[src/rtl/sseg_pkg.sv]
// sseg_pkg: shared constants for the multiplexed seven-segment scan driver
package sseg_pkg;
  localparam logic [6:0] SSEG_BLANK = 7'b1111111;
  localparam logic [3:0] AN_OFF = 4'b1111;
  localparam int NUM_DIGITS = 4;
  localparam int DP_BIT = 7;
endpackage

[src/rtl/sseg_scan_driver_if.sv]
// sseg_scan_driver_if: digit patterns in, multiplexed anode/cathode bus out
interface sseg_scan_driver_if #(parameter int BW = 4);
  logic en;
  logic [BW-1:0] brightness;
  logic [6:0] in3, in2, in1, in0;
  logic [3:0] dp_n;
  logic [3:0] an;
  logic [7:0] sseg;
  logic frame_tick;
  modport master(output en, brightness, in3, in2, in1, in0, dp_n, input an, sseg, frame_tick);
  modport slave(input en, brightness, in3, in2, in1, in0, dp_n, output an, sseg, frame_tick);
endinterface

[src/rtl/scan_timer.sv]
// scan_timer: free-running refresh counter with slot select, guard, pwm phase and frame reload strobe
module scan_timer #(
  parameter int N = 18,
  parameter int GUARD = 4,
  parameter int BW = 4
) (
  input  logic clk,
  input  logic reset_n,
  output logic [1:0] sel,
  output logic guard,
  output logic [BW-1:0] pwm,
  output logic load,
  output logic frame_tick
);
  logic [N-1:0] q;
  assign sel = q[N-1:N-2];
  assign guard = q[N-3:0] < (N-2)'(GUARD);
  assign pwm = q[BW-1:0];
  assign load = &q;
  always_ff @(posedge clk) begin
    if (!reset_n) begin
      q <= '0;
      frame_tick <= 1'b0;
    end else begin
      q <= q + 1'b1;
      frame_tick <= load;
    end
  end
endmodule

[src/rtl/sseg_scan_driver.sv]
// sseg_scan_driver: frame-synchronous shadowed digit scan with ghosting guard and PWM dimming
module sseg_scan_driver
  import sseg_pkg::*;
#(
  parameter int N = 18,
  parameter int GUARD = 4,
  parameter int BW = 4
) (
  input logic clk,
  input logic reset_n,
  sseg_scan_driver_if.slave bus
);
  logic [1:0] sel;
  logic guard, load, lit;
  logic [BW-1:0] pwm;
  logic [6:0] shadow_in [NUM_DIGITS];
  logic [3:0] shadow_dp;
  scan_timer #(.N(N), .GUARD(GUARD), .BW(BW)) u_timer (
    .clk(clk),
    .reset_n(reset_n),
    .sel(sel),
    .guard(guard),
    .pwm(pwm),
    .load(load),
    .frame_tick(bus.frame_tick)
  );
  assign lit = bus.en && !guard && (pwm <= bus.brightness);
  // shadow reloads only at frame wrap so a digit never changes mid-scan
  always_ff @(posedge clk) begin
    if (!reset_n) begin
      shadow_in <= '{default: SSEG_BLANK};
      shadow_dp <= AN_OFF;
      bus.an <= AN_OFF;
      bus.sseg <= {1'b1, SSEG_BLANK};
    end else begin
      if (load) begin
        shadow_in <= '{bus.in0, bus.in1, bus.in2, bus.in3};
        shadow_dp <= bus.dp_n;
      end
      bus.an <= lit ? ~(4'b0001 << sel) : AN_OFF;
      bus.sseg[DP_BIT] <= lit ? shadow_dp[sel] : 1'b1;
      bus.sseg[DP_BIT-1:0] <= lit ? shadow_in[sel] : SSEG_BLANK;
    end
  end
endmodule

[src/flat_wrapper.sv]
// flat-port wrapper written by rule: the top's interface ports become plain ports
module sseg_scan_driver_flat import sseg_pkg::*;
#(
  parameter int N = 18,
  parameter int GUARD = 4,
  parameter int BW = 4
)
  (clk, reset_n, bus_en, bus_brightness, bus_in3, bus_in2, bus_in1, bus_in0, bus_dp_n, bus_an, bus_sseg, bus_frame_tick);
  sseg_scan_driver_if #(.BW(BW)) bus_i ();
  input logic clk;
  input logic reset_n;
  input wire logic [$bits(bus_i.en)-1:0] bus_en;
  input wire logic [$bits(bus_i.brightness)-1:0] bus_brightness;
  input wire logic [$bits(bus_i.in3)-1:0] bus_in3;
  input wire logic [$bits(bus_i.in2)-1:0] bus_in2;
  input wire logic [$bits(bus_i.in1)-1:0] bus_in1;
  input wire logic [$bits(bus_i.in0)-1:0] bus_in0;
  input wire logic [$bits(bus_i.dp_n)-1:0] bus_dp_n;
  output wire logic [$bits(bus_i.an)-1:0] bus_an;
  output wire logic [$bits(bus_i.sseg)-1:0] bus_sseg;
  output wire logic [$bits(bus_i.frame_tick)-1:0] bus_frame_tick;
  assign bus_i.en = bus_en;
  assign bus_i.brightness = bus_brightness;
  assign bus_i.in3 = bus_in3;
  assign bus_i.in2 = bus_in2;
  assign bus_i.in1 = bus_in1;
  assign bus_i.in0 = bus_in0;
  assign bus_i.dp_n = bus_dp_n;
  assign bus_an = bus_i.an;
  assign bus_sseg = bus_i.sseg;
  assign bus_frame_tick = bus_i.frame_tick;
  sseg_scan_driver #(.N(N), .GUARD(GUARD), .BW(BW)) u_core (.clk(clk), .reset_n(reset_n), .bus(bus_i));
endmodule
[config.mk]
export PLATFORM = sky130hd
export DESIGN_NAME = sseg_scan_driver_flat
export DESIGN_NICKNAME = d
export VERILOG_FILES = /design/src/rtl/sseg_pkg.sv /design/src/rtl/sseg_scan_driver_if.sv /design/src/rtl/scan_timer.sv /design/src/rtl/sseg_scan_driver.sv /design/src/flat_wrapper.sv
export SDC_FILE = /design/constraint.sdc
export NUM_CORES = 1
export LEC_CHECK = 0
export CAP_MARGIN = 25
export CORE_ASPECT_RATIO = 1.4
export CORE_MARGIN = 3
export CORE_UTILIZATION = 55
export DETAILED_ROUTE_END_ITERATION = 6
export PLACE_DENSITY = 0.84
export REMOVE_ABC_BUFFERS = 1
export SYNTH_ARGS = -nofsm -noshare
export SYNTH_HDL_FRONTEND = slang
export SYNTH_SLANG_ARGS = --single-unit
[constraint.sdc]
create_clock -name clk -period 4.05 [get_ports clk]
set_input_delay 0.6075 -clock clk [delete_from_list [all_inputs] [get_ports clk]]
set_output_delay 0.6075 -clock clk [all_outputs]
set_load 0.02 [all_outputs]
==> flow_results.org, run 1 <==
** Cells and area
- Antenna diode instance count :: 0
- Post-layout net count :: about 380
- Cells fill roughly 73% of the core in the end.
- Ratio of cells with drive above 1 in the final layout :: under 10%
- In the final layout, flip-flops and latches occupy around 1300 µm².
- Fill cells in the final layout number 352.
- Relative to the synthesized area, the layout overhead comes to 25.7%.
- Combined area of the multi-input logic cells :: 1290 µm²
- Number of non-filler instances in the completed layout :: between 400 and 500

** Setup path
- Delay of the slowest cell on the worst path :: 0.79 ns
- Count of buffering cells on the critical path with inverters included :: 1
- The largest individual stage delay along the critical path comes from the cell clkdlybuf4s50_1.
- The setup check on the worst reg-to-reg path leaves a slack of 2.01 ns.
- End of the worst register-to-register path :: u_core.shadow_in[12]
- Data arrival at the endpoint of the critical path :: between 2 and 3 ns
- Critical-path cell list :: clkdlybuf4s50_1 > nand2_1 > a31oi_1 > nand3_1
- In this run the critical register-to-register path is launched from u_core.u_timer.q[0].
- Critical setup path kind :: primary input to flop
- STA classifies the critical path startpoint as a primary input.
- Of all nets on the critical path, the largest fanout is 14.
- STA puts the critical path data required time at roughly 4.2 ns.
- The worst setup path is captured at a flop.
- Worst reg-to-reg path cell count :: 5
- Kind of cell with the highest combined delay on the critical path :: buffers and inverters

** Power
- IR analysis of the VDD net gives a maximum drop of 0.330 mV.
- Dividing total power by cell area gives a power density of 355 nW/µm².
- The analysis attributes to cell leakage a power of around 1.2 nW.

** Clock tree
- CTS HTree Levels :: 3
- Post-CTS timing repair inserted 0 buffers for setup.
- Sink count of the clock tree :: between 60 and 70
- Clock tree synthesis selected as its root buffer the cell clkbuf_8.
- Clock Path Buffers :: 2
- CTS Hold Buffers Added :: 0
- The number of clock buffers added by TritonCTS is 9.
- Post-CTS Resized :: 0
- Register clock-pin slew on the reported worst setup and hold paths :: around 0.060 ns
- TritonCTS built the clock tree.
- The later pin in the worst-skew pair is clocked with a latency of ~0.34 ns.

** Global routing
- First-pass GRT wire length :: around 9.8 mm
- Number of global-route vias before repair :: around 2.2k
- For this run the aggregate overflow at the end of global routing stands at 0.
- In the global route stage, overall resource usage came out at between 20% and 30%.
- Initial antenna violation count :: 0
- Pin count of the biggest net entering global routing :: 34

** Routing
- Once detail routing completed, the nets flagged for antenna violations numbered 0.
- Average detailed-routed wire length per instance :: about 14 µm
- Using the TritonRoute via totals, the vias-per-cell ratio works out to 5.68.
- The detailed router placed roughly 2.3k vias in this run.
- Number of iterations in the first detailed-routing pass :: 4
- The first routing iteration left 99 violations.
- In the routed design, unresolved DRC markers number 0.
- After detailed routing, the total wire length is between 5 and 6 mm.

** STA
- Final worst hold slack :: between 0.4 and 0.5 ns
- On the final layout, the worst clock skew is between 0.007 and 0.008 ns.
- The final-report max-slew violation count is 0.
- Derived from the worst setup path, the maximum achievable clock frequency is roughly 0.43 GHz.
- Final setup violation count :: 0
- The number of hold violations in the final report came to 0.
- Setup Total Neg Slack :: 0 ns
- Relative slew margins :: 30.6%
- Period minus WS final :: about 2.3 ns
- In the finished design, the share of the clock period the worst path needs comes to between 50% and 60%.
- At the pin with the least slew margin, the transition time is slightly above 1 ns.
- Setup repair after global routing left no endpoint under its margin.

** Logic synthesis
- A synthesized cell averages slightly above 9 µm².
- In this run, distinct cell masters in the synthesized netlist total 33.
- In the synthesized netlist, the number of instances is 300.
- Biggest area contributors in the synthesized netlist :: dfxtp_1 46%, nand3_1 14%, mux4_2 6.6%
- dfxtp_1 takes more of the synthesized area than any other cell.
- Sequential elements use 46.2% of the synthesized area.
- The synthesized design contains 63 register bits.
- Area of the mapped netlist :: approximately 2700 µm²
- Number of warnings issued by yosys :: 0
- Synth top area share :: 46.2%

** Die
- Placement Rows :: 29
- Die X :: between 60 and 70 µm
- Effective utilization at floorplan :: approximately three fifths
- Height of the die :: 89.4 µm
- Die footprint :: slightly below 6000 µm²
- Total I/O pin count :: 52
- Total core area :: roughly 4700 µm²

** Outcome
- Result of the run :: complete, no violations

** Place
- Port buffering added 51 buffers.
- Number of placed cells counting well taps :: 389
- The congestion estimate from routability-driven global placement came to 0.890.
- DP HPWL :: ~4.0 mm

** Hold path
- In this run the most critical hold path is launched from u_core.shadow_in[13].
- WHS Endpoint :: u_core.shadow_in[13]
- Hold Path Depth :: 2
- The min-delay analysis places its worst path in the category flop to flop.

** Run
- Number of maximum-capacitance constraint violations :: 0
-- registers in the layout, indices dropped and copies added, names as in the netlist --
register,flops
u_core.shadow_dp,4
u_core.u_timer.frame_tick,1
u_core.bus.an,4
u_core.u_timer.q,18
u_core.bus.sseg,8
u_core.shadow_in,28
-- synth_stat cells (all sizes together) --
library cell  number
nand4             10
o21ai             36
or4                2
buf               12
inv               12
a21oi              2
and2               3
and4               5
nor3               2
or3                2
xnor2              3
a21o               1
nand2              5
clkinv             1
clkbuf            14
nand4b             2
nor2              17
nor2b              1
nand3             79
dfxtp             63
ha                 5
xor2              11
mux4               8
a31oi              1
nor4               3
-- worst register-to-register path: cells and delay by family, from the launching register on --
family	cells	cell delay, ns
simple gates	3	1.01
compound gates	1	0.25
fa+ha+maj	1	0.26
flops	1	0.39
-- cells in the final DEF, fill, tap and decap left out, drive strengths merged --
master,instances
clkbuf,12
bufinv,1
or3,2
xnor2,3
nor2,17
ha,5
nor4,3
buf,4
clkinv,4
inv,12
nand3,79
nor3,2
dfxtp,63
nand4b,2
a31oi,1
and2,3
mux4,8
nor2b,1
a21o,1
and4,5
o21ai,36
clkdlybuf4s50,51
nand2,5
a21oi,2
or4,2
xor2,11
nand4,10
-- kinds of logic after synthesis --
group / Yosys count / synth area share [%]
AOI/OAI and AO/OA: 40 / 7.47
xor gates and xnor gates: 14 / 4.49
adders and majority gates: 5 / 2.29
buffers and inverters: 39 / 6.69
DFF: 63 / 46.2
muxes: 8 / 6.60
and+or+nand+nor: 131 / 26.3
-- metrics by stage --
step	area (µm²)	total power [W]	setup WS, ns
finish	3430	0.00122	1.71
global route	3430	0.00127	1.51
CTS	3390	0.00123	1.78
detailed placement	3200	0.000704	1.41
global placement	3200	0.000703	1.55
floorplan	2600	0.000656	2.03
-- how the worst max path moves through the flow --
stage	start	endpoint	slack [ns]	cells after the start
3_5_place_dp	reset_n	u_core.bus.sseg[2]	1.41	4
2_1_floorplan	u_core.u_timer.q[0]	u_core.u_timer.q[16]	2.03	5
6_report	reset_n	u_core.bus.sseg[2]	1.71	4
3_3_place_gp	reset_n	u_core.bus.an[1]	1.55	4
4_1_cts	reset_n	u_core.bus.sseg[2]	1.78	4
5_1_grt	reset_n	u_core.bus.sseg[2]	1.51	4
-- final cells by class --
class                   instances  area share, %
clock buffers                  12           4.23
clock inverters                 4           1.31
inverters                      13           1.42
multi-input cells             198           37.5
flip-flops and latches         63           36.7
well taps                      62           2.26
repair buffers                 55           16.5
-- power by group --
part | switching, W | internal (W) | leakage, nW | total [W]
combinational | 0.0000238 | 0.0000410 | 0.605 | 0.0000647
sequential | 0.00000369 | 0.000622 | 0.510 | 0.000626
clock | 0.000229 | 0.000298 | 0.100 | 0.000527
total | 0.000256 | 0.000961 | 1.21 | 0.00122
-- metal layers --
layer | wire length, µm | GRT usage, % | up-vias
met5 | 0 | 0 | -
met4 | 124 | 11.1 | 0
met3 | 318 | 5.28 | 11
met2 | 3030 | 38.7 | 56
met1 | 2410 | 25.4 | 1089
li1 | - | - | 1154
Note: power is estimated with default switching activity, not from simulation.
==> run 2: changes to the inputs <==
- CORE_UTILIZATION: 55 -> 51
- PLACE_DENSITY: 0.84 -> 0.79
- clock period: 4.05 -> 2.45 ns (I/O delays scaled with it)
==> run 2 against run 1 <==
  * Largest cell class unchanged
  * Routed wire length down 0.12%
  * Worst hold slack worse by 0.0013 ns
  * Die area is 7.2% higher
  * Register-to-register slack lost 1.6 ns
  * Clock skew fell by 0.00068 ns
  * Combinational power is 67% higher
  * Sequential cell count is the same
==> flow_results.org, run 2 (synthesized netlist as in run 1, its figures left out) <==
** Routing
- The number of remaining DRC errors was 0 (unchanged).
- Average detailed-routed wire length per instance :: 14.3 µm (was 14.4 µm)
- The via count was 2,303 (was 2,310).
- The number of iterations in the first detailed-routing pass came to 4 (unchanged).
- Remaining number of nets flagged by the antenna check after routing :: 0 (unchanged)
- Routed vias/inst :: 5.60 (was 5.68)
- The detailed-route wire length is 5.87 mm (was 5.88 mm).
- The count of routing violations after the opening detailed-route iteration is 134 (was 99).

** Die
- The initial core utilization is 54.7% (was 58.4%).
- Total I/O pin count :: 52 (unchanged)
- Total core area :: 4990 µm² (was 4680 µm²)
- The die boundary height came to 92.6 µm (was 89.4 µm).
- Die footprint :: 6280 µm² (was 5860 µm²)
- The width of the die came to 67.9 µm (was 65.6 µm).
- Placement Rows :: 30 (was 29)

** Clock tree
- The number of H-tree branching levels is 3 (unchanged).
- The count of buffers added by post-CTS timing repair for setup came to 0 (unchanged).
- The number of buffers between clock root and the deepest sink was 2 (unchanged).
- The clock transition time at the flip-flop clock pins of the worst setup and hold paths was 0.06 ns (about the same).
- Post-CTS Resized :: 0 (unchanged)
- Clock latency on the worst-skew pair :: 0.34 ns (about the same)
- CTS Hold Buffers Added :: 0 (unchanged)
- Number of buffers created by CTS :: 9 (unchanged)
- The CTS tree was done (unchanged).
- Master cell of the clock root buffer :: clkbuf_8 (unchanged)
- The number of clock sinks seen by CTS is 63 (unchanged).

** STA
- The slew at the pin closest to its max-slew limit came to 0.689 ns (was 1.04 ns).
- Maximum clock skew at final layout :: 0.00725 ns (was 0.00793 ns)
- Relative slew margins :: 54.0% (was 30.6%)
- The worst hold margin is 0.478 ns (was 0.479 ns).
- The setup slack after layout was 0.436 ns (was 1.71 ns).
- Final clock period utilization by the worst path :: between 80% and 90%
- Fmax achieved :: 0.497 GHz
- Final setup violation count :: 0 (unchanged)
- Pins Over Slew Limit :: 0 (unchanged)
- The number of hold violations in the final report is 0 (unchanged).
- Period minus WS final :: roughly 2.0 ns
- Unrepaired setup endpoints after global routing: false (unchanged).
- The setup TNS is 0 ns (unchanged).

** Cells and area
- The fraction of the core area covered by cells at the end of the flow came to 68.6% (was 73.3%).
- The number of fill cells was 402 (was 352).
- The layout-stage area growth over the synthesis result was 25.3% (was 25.7%).
- The layout cell share with drive strength beyond 1 is 9.51% (was 8.99%).
- The area taken by multi-input logic gates came to 1290 µm² (unchanged).
- Post-route standard cell area excluding fillers :: 3420 µm² (was 3430 µm²)
- The final layout net count is 386 (was 384).
- Most frequent standard cell in the layout excluding fill and tap cells :: nand3_1 (unchanged)
- Antenna diode instance count :: 0 (unchanged)
- Largest registers :: u_core.shadow_in (28), u_core.u_timer.q (18), u_core.bus.sseg (8) (unchanged)
- Register with the most flip-flops :: u_core.shadow_in (unchanged)
- Commonest cells after routing, fill and taps aside :: 78 x nand3_1, 63 x dfxtp_1, 51 x clkdlybuf4s50_1 (unchanged)
- The flip-flop count of the largest register, all copies and words added was 28 (unchanged).
- The sequential cell area is 1260 µm² (unchanged).

** Hold path
- HP Class :: flop to flop (unchanged)
- WHS Endpoint :: u_core.shadow_in[7] (was u_core.shadow_in[13])
- Hold Path Depth :: 2 (unchanged)
- Hold_sp :: u_core.shadow_in[7] (was u_core.shadow_in[13])

** Setup path
- Startpoint of the worst register-to-register path :: u_core.u_timer.q[0] (unchanged)
- The critical path endpoint category is a flop (unchanged).
- Critical-path cell list: ha_1 > nand4_1 > or4_4 > o21ai_0 > nand3_1 (was clkdlybuf4s50_1 > nand2_1 > a31oi_1 > nand3_1).
- The register-to-register setup slack was 0.44 ns (was 2.01 ns).
- The cell with the largest stage delay on the worst path is or4_4 (was clkdlybuf4s50_1).
- The highest net fanout along the worst path was 33 (was 14).
- Delay of the slowest cell on the worst path :: 0.72 ns (was 0.79 ns)
- The data arrival time at the worst-slack endpoint is 2.22 ns (was 2.50 ns).
- End of the worst register-to-register path :: u_core.shadow_in[16] (was u_core.shadow_in[12])
- Worst setup SP type :: flop (was primary input)
- Critical setup path kind :: flop to flop (was primary input to flop)
- The critical path data required time was 2.66 ns (was 4.21 ns).
- Worst reg-to-reg path cell count :: 5 (unchanged)

** Place
- Placement-stage worst setup slack :: 0.290 ns (was 1.41 ns)
- The placed wire-length estimate is 3.93 mm (was 3.98 mm).
- Quantity of I/O buffers inserted on ports :: 51 (unchanged)
- Final weighted congestion in routability-driven placement :: 0.795 (was 0.890)
- Post-place instance area :: 3230 µm² (was 3200 µm²)

** Power
- The power per standard cell area came to 589 nW/µm² (was 355 nW/µm²).
- The static power due to leakage was 1.22 nW (was 1.21 nW).
- The worst-case vdd ir drop was 0.369 mV (was 0.330 mV).

** Global routing
- The number of antenna violations at the first check in global routing was 0 (unchanged).
- Number of global-route vias before repair :: 2,195 (was 2,211)
- The highest-utilization routing layer at the global route stage is met2 (unchanged).
- The total track usage was 20.5% (was 22.2%).
- The maximum number of pins on one net before global-route repair is 34 (unchanged).
- The met3 usage is 4.00% (was 5.28%).
- The wire length of the first global-routing pass was 9.70 mm (was 9.85 mm).
- GR Util met2 :: 33.6% (was 38.7%)
- The global-route track usage on met1 is 24.3% (was 25.4%).
- The leftover overflow at the end of global routing was 0 (unchanged).

** Run
- The number of max-cap violations came to 0 (unchanged).

** Outcome
- Result of the run :: complete, no violations (unchanged)
[run 2: cell count changes in the layout (fill, tap and decap cells not counted), sizes merged]
cell / before / now
buf: 4 / 6
[run 2: worst max-delay path by stage]
| stage | from | end | slack [ns] | cells past startpoint |
|---|---|---|---|---|
| floorplan | u_core.u_timer.q[0] | u_core.u_timer.q[16] | 0.43 | 5 |
| global placement | bus_brightness[1] | u_core.bus.an[1] | 0.37 | 7 |
| detailed placement | bus_brightness[1] | u_core.bus.an[1] | 0.29 | 7 |
| CTS | u_core.u_timer.q[0] | u_core.shadow_in[16] | 0.44 | 5 |
| global route | u_core.u_timer.q[0] | u_core.shadow_in[16] | 0.29 | 5 |
| finish | u_core.u_timer.q[0] | u_core.shadow_in[16] | 0.44 | 5 |
[run 2: power by group]
group          internal [W]  switching, W
combinational     0.0000680     0.0000403
clock              0.000493      0.000380
sequential          0.00103    0.00000541
total               0.00159      0.000426
[run 2: routing by layer]
metal	vias to the layer above	wire length [µm]	part of all wire, %
met2	53	2890	49
met1	1083	2590	44
met3	12	223	3.8
li1	1155	-	-
met4	0	169	2.9
met5	-	0	0
[run 2: critical path, delay by kind of cell (launching register included)]
kind	cells	cell delay, ns
adders and majority gates	1	0.24
and+or+nand+nor	3	0.99
AOI/OAI and AO/OA	1	0.25
DFF	1	0.39
[run 2: cell type report]
cell class              count  share of cell area, %
multi-input cells         198                   37.6
flip-flops and latches     63                   36.8
repair buffers             57                   16.2
clock buffers              12                   4.24
well taps                  64                   2.34
inverters                  13                   1.43
clock inverters             4                   1.32
[run 2: through the flow]
| step | std cells | total power (W) |
|---|---|---|
| 6_report | 411 | 0.00202 |
| 5_1_grt | 411 | 0.00208 |
| 3_5_place_dp | 395 | 0.00117 |
| 4_1_cts | 411 | 0.00203 |
| 3_3_place_gp | 395 | 0.00116 |
| 2_1_floorplan | 274 | 0.00108 |
==> run 3: changes to the inputs <==
- clock period: 2.45 -> 1.9 ns (I/O delays scaled with it)
==> run 3 against run 2 <==
  * Register-to-register slack worse by 0.33 ns
  * Highest routed layer unchanged
  * Final cell count up 3.6%
  * Largest cell class unchanged
  * Design area grew 3.8%
==> flow_results.org, run 3 (synthesized netlist as in run 1, its figures left out) <==
** Clock tree
- Clock latency on the worst-skew pair :: 0.33 ns (was 0.34 ns)
- CTS HTree Levels :: 3 (unchanged)
- The cell at the root of the clock tree was clkbuf_8 (unchanged).
- The number of buffers between clock root and the deepest sink is 2 (unchanged).
- CTS Hold Buffers Added :: 0 (unchanged)
- The number of clock sinks seen by CTS came to 63 (unchanged).
- The clock transition time at the flip-flop clock pins of the worst setup and hold paths is 0.07 ns (was 0.06 ns).
- Post-CTS Resized :: 0 (unchanged)
- Clock tree from TritonCTS :: done (unchanged)
- The number of buffers created by CTS was 9 (unchanged).
- Number of buffers inserted by post-CTS setup repair :: 0 (unchanged)

** Die
- Placement Rows :: 30 (unchanged)
- The width of the die came to 67.9 µm (unchanged).
- The placeable core region came to 4990 µm² (unchanged).
- Die footprint :: 6280 µm² (unchanged)
- The initial core utilization came to 54.7% (unchanged).
- Total I/O pin count :: 52 (unchanged)
- Height of the die :: 92.6 µm (unchanged)

** Routing
- Remaining number of nets flagged by the antenna check after routing :: 0 (unchanged)
- The number of iterations in the first detailed-routing pass is 4 (unchanged).
- Remaining DRCs :: 0 (unchanged)
- The post-detailed-route wirelength per cell came to 14.6 µm (was 14.3 µm).
- Number of vias in the routed layout :: 2,411 (was 2,303)
- First-iteration detailed-routing DRC count :: 174 (was 134)
- Final routed wirelength across all metal layers :: 6.20 mm (was 5.87 mm)
- The number of vias per cell is 5.66 (was 5.60).

** Cells and area
- The largest register by flop count is u_core.shadow_in (unchanged).
- Largest registers :: u_core.shadow_in (28), u_core.u_timer.q (18), u_core.bus.sseg (8) (unchanged)
- The final standard cell count with taps included and fillers excluded is 426 (was 411).
- Post-layout net count :: 402 (was 386)
- Ratio of cells with drive above 1 in the final layout :: 13.0% (was 9.51%)
- Post-synthesis to final-layout area growth :: 30.1% (was 25.3%)
- Antenna diode instance count :: 0 (unchanged)
- The final cell area excluding filler cells is 3550 µm² (was 3420 µm²).
- Flip-flop count of the largest register after layout :: 28 (unchanged)
- Commonest cells after routing, fill and taps aside: 78 x nand3_1, 63 x dfxtp_1, 51 x clkdlybuf4s50_1 (unchanged).
- The most common cell after layout, fill and taps aside is nand3_1 (unchanged).

** Global routing
- The wire length of the first global-routing pass was 10.3 mm (was 9.70 mm).
- The maximum number of pins on one net before global-route repair was 34 (unchanged).
- The total track usage was 21.9% (was 20.5%).
- The leftover overflow at the end of global routing is 0 (unchanged).
- Number of global-route vias before repair :: 2,255 (was 2,195)
- Initial antenna violation count :: 0 (unchanged)

** Power
- The part of the power in combinational logic is 6.5% (was 5.4%).
- Clock share of power :: 41.0% (was 43.3%)
- The static power due to leakage is 1.30 nW (was 1.22 nW).
- The power per standard cell area came to 714 nW/µm² (was 589 nW/µm²).
- The worst-case vdd ir drop came to 0.497 mV (was 0.369 mV).
- The switching part of the total power is 20.9% (was 21.1%).
- The internal portion of total power was 0.00201 W (was 0.00159 W).
- The net switching power of the design came to 0.000530 W (was 0.000426 W).
- The portion of total power attributed to sequential cells is 52.4% (was 51.3%).
- The total power was 0.00254 W (was 0.00202 W).

** STA
- Unrepaired setup endpoints after global routing: false (unchanged).
- Period minus WS final :: 1.79 ns (was 2.01 ns)
- The number of hold violations in the final report is 0 (unchanged).
- Relative slew margins :: 62.4% (was 54.0%)
- The final worst-path cycle share is 94.3% (was 82.2%).
- Final worst hold slack :: 0.479 ns (was 0.478 ns)
- Pins Over Slew Limit :: 0 (unchanged)
- Setup Total Neg Slack :: 0 ns (unchanged)
- The setup-violating endpoint count in the final report was 0 (unchanged).
- The fmax is 0.558 GHz (was 0.497 GHz).
- Least-Margin Pin Slew :: 0.564 ns (was 0.689 ns)
- The worst-case clock skew was 0.00586 ns (was 0.00725 ns).

** Setup path
- Slack of the worst reg-to-reg path :: 0.11 ns (was 0.44 ns)
- The type of the setup path with the least slack is flop to flop (unchanged).
- The launching instance or port of the critical path is u_core.u_timer.q[0] (unchanged).
- The highest net fanout along the worst path came to 33 (unchanged).
- Startpoint of the worst register-to-register path :: u_core.u_timer.q[0] (unchanged)
- The count of cells along the worst register-to-register path was 5 (unchanged).
- The launching element type of the critical path is a flop (unchanged).
- Data arrival at the endpoint of the critical path :: 1.99 ns (was 2.22 ns)
- The critical path data required time is 2.10 ns (was 2.66 ns).
- The end point of the critical path is u_core.shadow_in[18] (was u_core.shadow_in[16]).
- Type of destination of the critical path :: flop (unchanged)
- The end of the worst register-to-register path is u_core.shadow_in[18] (was u_core.shadow_in[16]).

** Outcome
- Result of the run :: complete, no violations (unchanged)

** Place
- DP HPWL :: 4.16 mm (was 3.93 mm)
- Quantity of I/O buffers inserted on ports :: 51 (unchanged)
- Post-place instance area :: 3380 µm² (was 3230 µm²)
- The placed cell count came to 411 (was 395).
- The weighted congestion reported at the end of routability-driven placement was 0.777 (was 0.795).

** Hold path
- The class of the tightest hold or removal check is flop to flop (unchanged).
- The launch instance of the worst min-delay path is u_core.shadow_in[19] (was u_core.shadow_in[7]).

** Run
- The number of max-cap violations is 0 (unchanged).
## run 3: cell count changes in the layout (fill, tap and decap cells not counted), sizes merged
| cell | delta |
|---|---|
| buf | +16 |
| clkinv | -3 |
| bufinv | -1 |
| clkbuf | +3 |
## run 3: area by class of cell
cell class | count | area, µm²
clock buffers | 15 | 176
fillers | 396 | 1440
inverters | 13 | 48.8
multi-input cells | 198 | 1290
flip-flops and latches | 63 | 1260
well taps | 64 | 80.1
repair buffers | 73 | 701
## run 3: worst min path at each step
| stage | to | slack (ns) | depth (start not counted) |
|---|---|---|---|
| 3_3_place_gp | u_core.shadow_in[1] | 0.46 | 2 |
| 5_1_grt | u_core.shadow_in[14] | 0.51 | 2 |
| 6_report | u_core.shadow_in[19] | 0.48 | 2 |
| 2_1_floorplan | u_core.shadow_dp[0] | 0.36 | 1 |
| 4_1_cts | u_core.shadow_in[0] | 0.48 | 2 |
| 3_5_place_dp | u_core.shadow_in[0] | 0.47 | 2 |
## run 3: power by group through the flow
stage | combinational, W | sequential (W) | clock, W
after floorplan | 0.0000358 | 0.00136 | 0
after global placement | 0.000160 | 0.00136 | 0
after detailed placement | 0.000164 | 0.00136 | 0
after CTS | 0.000166 | 0.00133 | 0.00107
after global routing | 0.000177 | 0.00133 | 0.00112
final | 0.000165 | 0.00133 | 0.00104
## run 3: per-layer routing
| metal | up-vias | GRT usage [%] | wire length [µm] |
|---|---|---|---|
| met5 | - | 0 | 0 |
| met2 | 95 | 35.6 | 3230 |
| met3 | 11 | 4.61 | 359 |
| met4 | 0 | 11.1 | 131 |
| met1 | 1122 | 26.7 | 2480 |
| li1 | 1183 | - | - |
## run 3: worst max-delay path, cell delays in order, from the launching register on
cell	delay, ns
dfxtp_1	0.34
ha_1	0.17
nand4_1	0.11
or4_4	0.70
o21ai_0	0.23
nand3_1	0.09
## run 3: through the flow
step                util [%]  setup WS, ns
finish                  71.2         0.109
CTS                     71.2         0.101
global placement        67.7        0.0466
global route            71.2       0.00759
floorplan                  -        -0.119
detailed placement      67.7      -0.00507
